File: src/rtl/ins_loader.sv
// rtl/ins_loader.sv - framed byte-stream loader that fills instruction memory and releases the pipeline
// Frame: LEN_HI, LEN_LO, 4*N big-endian word bytes, XOR checksum of all preceding bytes.
module ins_loader #(
  parameter int          DEPTH     = 256,
  parameter logic [31:0] BASE_ADDR = 32'h0000_0000
) (
  input  logic        clk,
  input  logic        rst_n,
  input  logic        in_valid,
  input  logic [7:0]  in_data,
  output logic        in_ready,
  input  logic        restart,
  output logic        wr_en,
  output logic [31:0] wr_addr,
  output logic [31:0] wr_data,
  output logic        run,
  output logic        error,
  output logic        busy
);

  localparam int WIDX = $clog2(DEPTH) + 1;

  typedef enum logic [2:0] {S_LEN0, S_LEN1, S_DATA, S_SUM, S_DONE, S_ERR} state_t;

  state_t          state, state_nxt;
  logic [15:0]     len;
  logic [7:0]      xor_acc;
  logic [WIDX-1:0] word_idx;
  logic [1:0]      byte_idx;
  logic [23:0]     asm_q;
  logic            accept;
  logic [15:0]     len_full;
  logic            last_word;

  assign in_ready  = (state == S_LEN0) || (state == S_LEN1) || (state == S_DATA) || (state == S_SUM);
  assign accept    = in_valid && in_ready && !restart;
  assign len_full  = {len[15:8], in_data};
  assign last_word = (32'(word_idx) + 32'd1) == 32'(len);

  always_ff @(posedge clk or negedge rst_n) begin
    if (!rst_n) state <= S_LEN0;
    else        state <= state_nxt;
  end

  always_comb begin
    state_nxt = state;
    busy      = 1'b0;
    run       = 1'b0;
    error     = 1'b0;
    case (state)
      S_LEN0: if (in_valid) state_nxt = S_LEN1;
      S_LEN1: begin
        busy = 1'b1;
        if (in_valid) begin
          if ({16'd0, len_full} > 32'(DEPTH)) state_nxt = S_ERR;
          else if (len_full == 16'd0)          state_nxt = S_SUM;
          else                                 state_nxt = S_DATA;
        end
      end
      S_DATA: begin
        busy = 1'b1;
        if (in_valid && byte_idx == 2'd3 && last_word) state_nxt = S_SUM;
      end
      S_SUM: begin
        busy = 1'b1;
        if (in_valid) state_nxt = (in_data == xor_acc) ? S_DONE : S_ERR;
      end
      S_DONE:  run       = 1'b1;
      S_ERR:   error     = 1'b1;
      default: state_nxt = S_LEN0;
    endcase
    // restart wins over any byte presented in the same cycle
    if (restart) state_nxt = S_LEN0;
  end

  always_ff @(posedge clk or negedge rst_n) begin
    if (!rst_n) begin
      len      <= '0;
      xor_acc  <= '0;
      word_idx <= '0;
      byte_idx <= '0;
      asm_q    <= '0;
      wr_en    <= 1'b0;
      wr_addr  <= BASE_ADDR;
      wr_data  <= '0;
    end else begin
      wr_en <= 1'b0;
      if (restart) begin
        len      <= '0;
        xor_acc  <= '0;
        word_idx <= '0;
        byte_idx <= '0;
        asm_q    <= '0;
      end else if (accept) begin
        xor_acc <= xor_acc ^ in_data;
        case (state)
          S_LEN0: begin
            len[15:8] <= in_data;
            len[7:0]  <= '0;
            xor_acc   <= in_data;
          end
          S_LEN1: begin
            len[7:0] <= in_data;
            word_idx <= '0;
            byte_idx <= '0;
          end
          S_DATA: begin
            asm_q    <= {asm_q[15:0], in_data};
            byte_idx <= byte_idx + 2'd1;
            // first three bytes of the word sit in asm_q; the fourth completes it
            if (byte_idx == 2'd3) begin
              wr_en    <= 1'b1;
              wr_data  <= {asm_q, in_data};
              wr_addr  <= BASE_ADDR + (32'(word_idx) << 2);
              word_idx <= word_idx + WIDX'(1);
            end
          end
          default: ;
        endcase
      end
    end
  end

endmodule

File: config.mk
export PLATFORM = sky130hd
export DESIGN_NAME = ins_loader
export DESIGN_NICKNAME = d
export VERILOG_FILES = /design/src/rtl/ins_loader.sv
export SDC_FILE = /design/constraint.sdc
export NUM_CORES = 1
export LEC_CHECK = 0
export ABC_AREA = 1
export BUFFER_PORTS_ARGS = -buffer_cell sky130_fd_sc_hd__buf_2
export CAP_MARGIN = 10
export CORE_MARGIN = 2
export CORE_UTILIZATION = 45
export CTS_CLUSTER_DIAMETER = 150
export DETAILED_ROUTE_END_ITERATION = 12
export GPL_ROUTABILITY_DRIVEN = 0
export HOLD_SLACK_MARGIN = 0.1
export PLACE_DENSITY_LB_ADDON = 0.1
export SYNTH_ARGS = -nofsm -noshare
export SYNTH_HDL_FRONTEND = slang
export SYNTH_SLANG_ARGS = --single-unit
File: constraint.sdc
create_clock -name clk -period 2.1 [get_ports clk]
set_input_delay 0.21 -clock clk [delete_from_list [all_inputs] [get_ports clk]]
set_output_delay 0.21 -clock clk [all_outputs]
set_load 0.01 [all_outputs]
==> run metrics <==
initial antenna violation count 0; Yosys top cell area share 0.522; via count of the routed design 3874; Post-Syn Instances 569; PortBufs 57; diode count 0; first-pass GRT wire length 17900 microns; core region area 10800 sq um; Die Y 109 microns; CP delay by family, top buffers and inverters; Buf/Inv on CP 3; Setup-failing EPs final 0; setup bufs post-CTS 0; CTS clk-pin slew, worst paths 100 ps; CP most frequent cell inv_2; cts repair resizes 0; largest net degree at the start of global routing 80; global route overflow 0; outcome completed; Layout area overhead 10.9%; Avg Inst Size Synth 8.77 sq um; io pins 81; top cells by area, synth dfrtp_1 52%, nand2_1 10%, inv_1 4.9%; CP Launch Type register; setup TNS 0 ps; yosys warns 0; RSZ-0062 raised after global routing false; GRT Resource Usage Total 0.194; First DRT Iteration DRCs 195; CP endpoint kind register; Hold WC Path Type in2reg; layout cells sized above 1 0.175; full die area 11900 sq um; cell leakage power 0.00275 uW; DRC errors left 0; largest area contributor in the netlist dfrtp_1; CTS Buf Count 9; Site Rows 38; final hold violation count 0; sequential-to-total area share from yosys stat 0.522; P per Cell Area 859 nW/um^2; Hold WS 146 ps; Routed Antenna Nets 0; final core utilization 0.510; post-detailed-route via-to-cell ratio 5.04; Slew headroom 0.664; worst skew pair latency 380 ps; Clock Skew 6.68 ps; Crit path largest cell delay 540 ps; Critical Setup Path Class reg2reg; routed len/inst 14.3 microns; post-route minimum period 1760 ps; Final period util 0.840; CTS tree done; MaxCap Viol Count 0; crit path cell chain inv_4 > nand2_4 > nand2_2 > inv_2 > nor2_2 > inv_2 > o22ai_1; Peak VDD IR 0.503 mV; nets 637; FMAX 567 MHz; post-synthesis instance area 4990 sq um; Pre-antenna DRT Iters 4; total wire length 11000 microns; max-slew violations 0; Arr. time, crit path 2010 ps; synth unique cells 35; Crit-path slowest cell dfrtp_1; H-tree levels 3; Starting Density 0.460; DP Wirelength 7860 microns; Die W 109 microns; Yosys reg bits 104; Worst-Margin Slew 505 ps; required time worst endpoint 2350 ps; Longest Clk Path Bufs 2; Pwr Total 4750 uW; clock sinks 104; vias in the first global route 3528; clock root buffer clkbuf_8; crit path max fanout 25
## final cells by class
type	instances	area [sq um]
Tap cell	140	175
Inverter	76	295
Clock buffer	12	165
Multi-Input combinational cell	370	1900
Sequential cell	104	2600
Clock inverter	4	56.3
Timing Repair Buffer	62	340
Fill cell	1035	5310
## worst paths after layout
kind                            startpoint    endpoint  slack (ps)  cells after the start
worst max-delay path              state[2]    asm_q[9]         340                      7
worst min-delay path            in_data[7]  xor_acc[7]         150                      3
worst max register to register    state[2]    asm_q[9]         340                      7
worst min register to register  wr_addr[8]  wr_addr[8]         490                      2
max in group asynchronous            rst_n      len[8]        1130                      3
min in group asynchronous            rst_n  wr_data[7]         310                      2
## flip-flops by register name (all words and copies together) (netlist names)
signal    count
wr_data      32
state         3
asm_q        24
wr_addr       9
xor_acc       8
word_idx      9
byte_idx      2
wr_en         1
len          16
## where the power goes
part | total (uW) | internal (uW) | switching [uW]
logic | 1090 | 350 | 737
registers | 2280 | 2150 | 131
clock network | 1380 | 662 | 722
total | 4750 | 3160 | 1590
## logic make-up (layout without fill, tap and decap cells)
kind of cell	after synthesis	after routing	share of synthesized area
AO/OA/AOI/OAI	116	116	0.146
buffers and inverters	117	154	0.115
adder cells (fa/ha/maj)	2	2	0.00502
flip-flops	104	104	0.522
AND/OR/NAND/NOR	221	221	0.198
XOR/XNOR	8	8	0.0140
other	1	23	0.000752
## routing by layer
metal / share of wire / vias to the layer above / GRT usage / wire, microns
met3: 0.044 / 14 / 0.0279 / 482
met5: 0 / - / 0 / 0
li1: - / 1924 / - / -
met4: 0.018 / 0 / 0.0769 / 200
met1: 0.49 / 1838 / 0.288 / 5440
met2: 0.44 / 98 / 0.286 / 4900
## Yosys cell counts
master and number:
dfrtp_1 104, nor2_4 4, a21oi_1 9, a32o_1 5
o21ai_4 1, inv_1 65, nor2_1 30, nand4_1 10
a21oi_4 1, clkbuf_1 3, nor2_8 2, clkbuf_2 3
o31ai_1 6, nand2_4 2, a22o_1 1, nor3_1 2
inv_2 8, o21ai_2 7, nor2_2 3, o211ai_1 5
o21ai_1 5, o32ai_1 1, inv_4 2, inv_6 1
o21ai_0 45, nand2_2 2, buf_2 9, buf_6 3
nand2_1 134, nand3_1 32, xnor2_1 8, conb_1 1
o22ai_1 30, ha_1 2, buf_4 23
## worst register-to-register path: cells and delay by family, from the launching register on
kind | cells | cell delay, ps
simple gates | 3 | 300
flops | 1 | 540
buf+inv | 3 | 640
compound gates | 1 | 150
## through the flow
step | setup slack [ps] | instance area (sq um) | instances
after CTS | 335 | 5530 | 768
after detailed placement | 341 | 5300 | 751
after floorplan | 515 | 5070 | 591
after global placement | 373 | 5300 | 751
final | 337 | 5530 | 768
after global routing | 40.0 | 5530 | 768
## layout by cell type (no fill, tap or decap), types with 3 or more instances in the layout
| master | Yosys | final |
|---|---|---|
| nand2_1 | 134 | 134 |
| dfrtp_1 | 104 | 104 |
| inv_1 | 65 | 65 |
| buf_2 | 9 | 56 |
| o21ai_0 | 45 | 45 |
| nand3_1 | 32 | 32 |
| nor2_1 | 30 | 30 |
| o22ai_1 | 30 | 30 |
| conb_1 | 1 | 23 |
| clkbuf_8 | 0 | 12 |
| nand4_1 | 10 | 10 |
| a21oi_1 | 9 | 9 |
| inv_2 | 8 | 8 |
| xnor2_1 | 8 | 8 |
| o21ai_2 | 7 | 7 |
| o31ai_1 | 6 | 6 |
| a32o_1 | 5 | 5 |
| o21ai_1 | 5 | 5 |
| o211ai_1 | 5 | 5 |
| nor2_4 | 4 | 4 |
| inv_6 | 1 | 4 |
| buf_4 | 23 | 4 |
| nor2_2 | 3 | 3 |
## what timing repair did
| action | 4_1_cts | 5_1_grt |
|---|---|---|
| hold endpoints to repair | 32 | 0 |
| hold buffers | 1 | 0 |
| setup endpoints to repair | 0 | 0 |
Power figures use the tool's default switching activity.
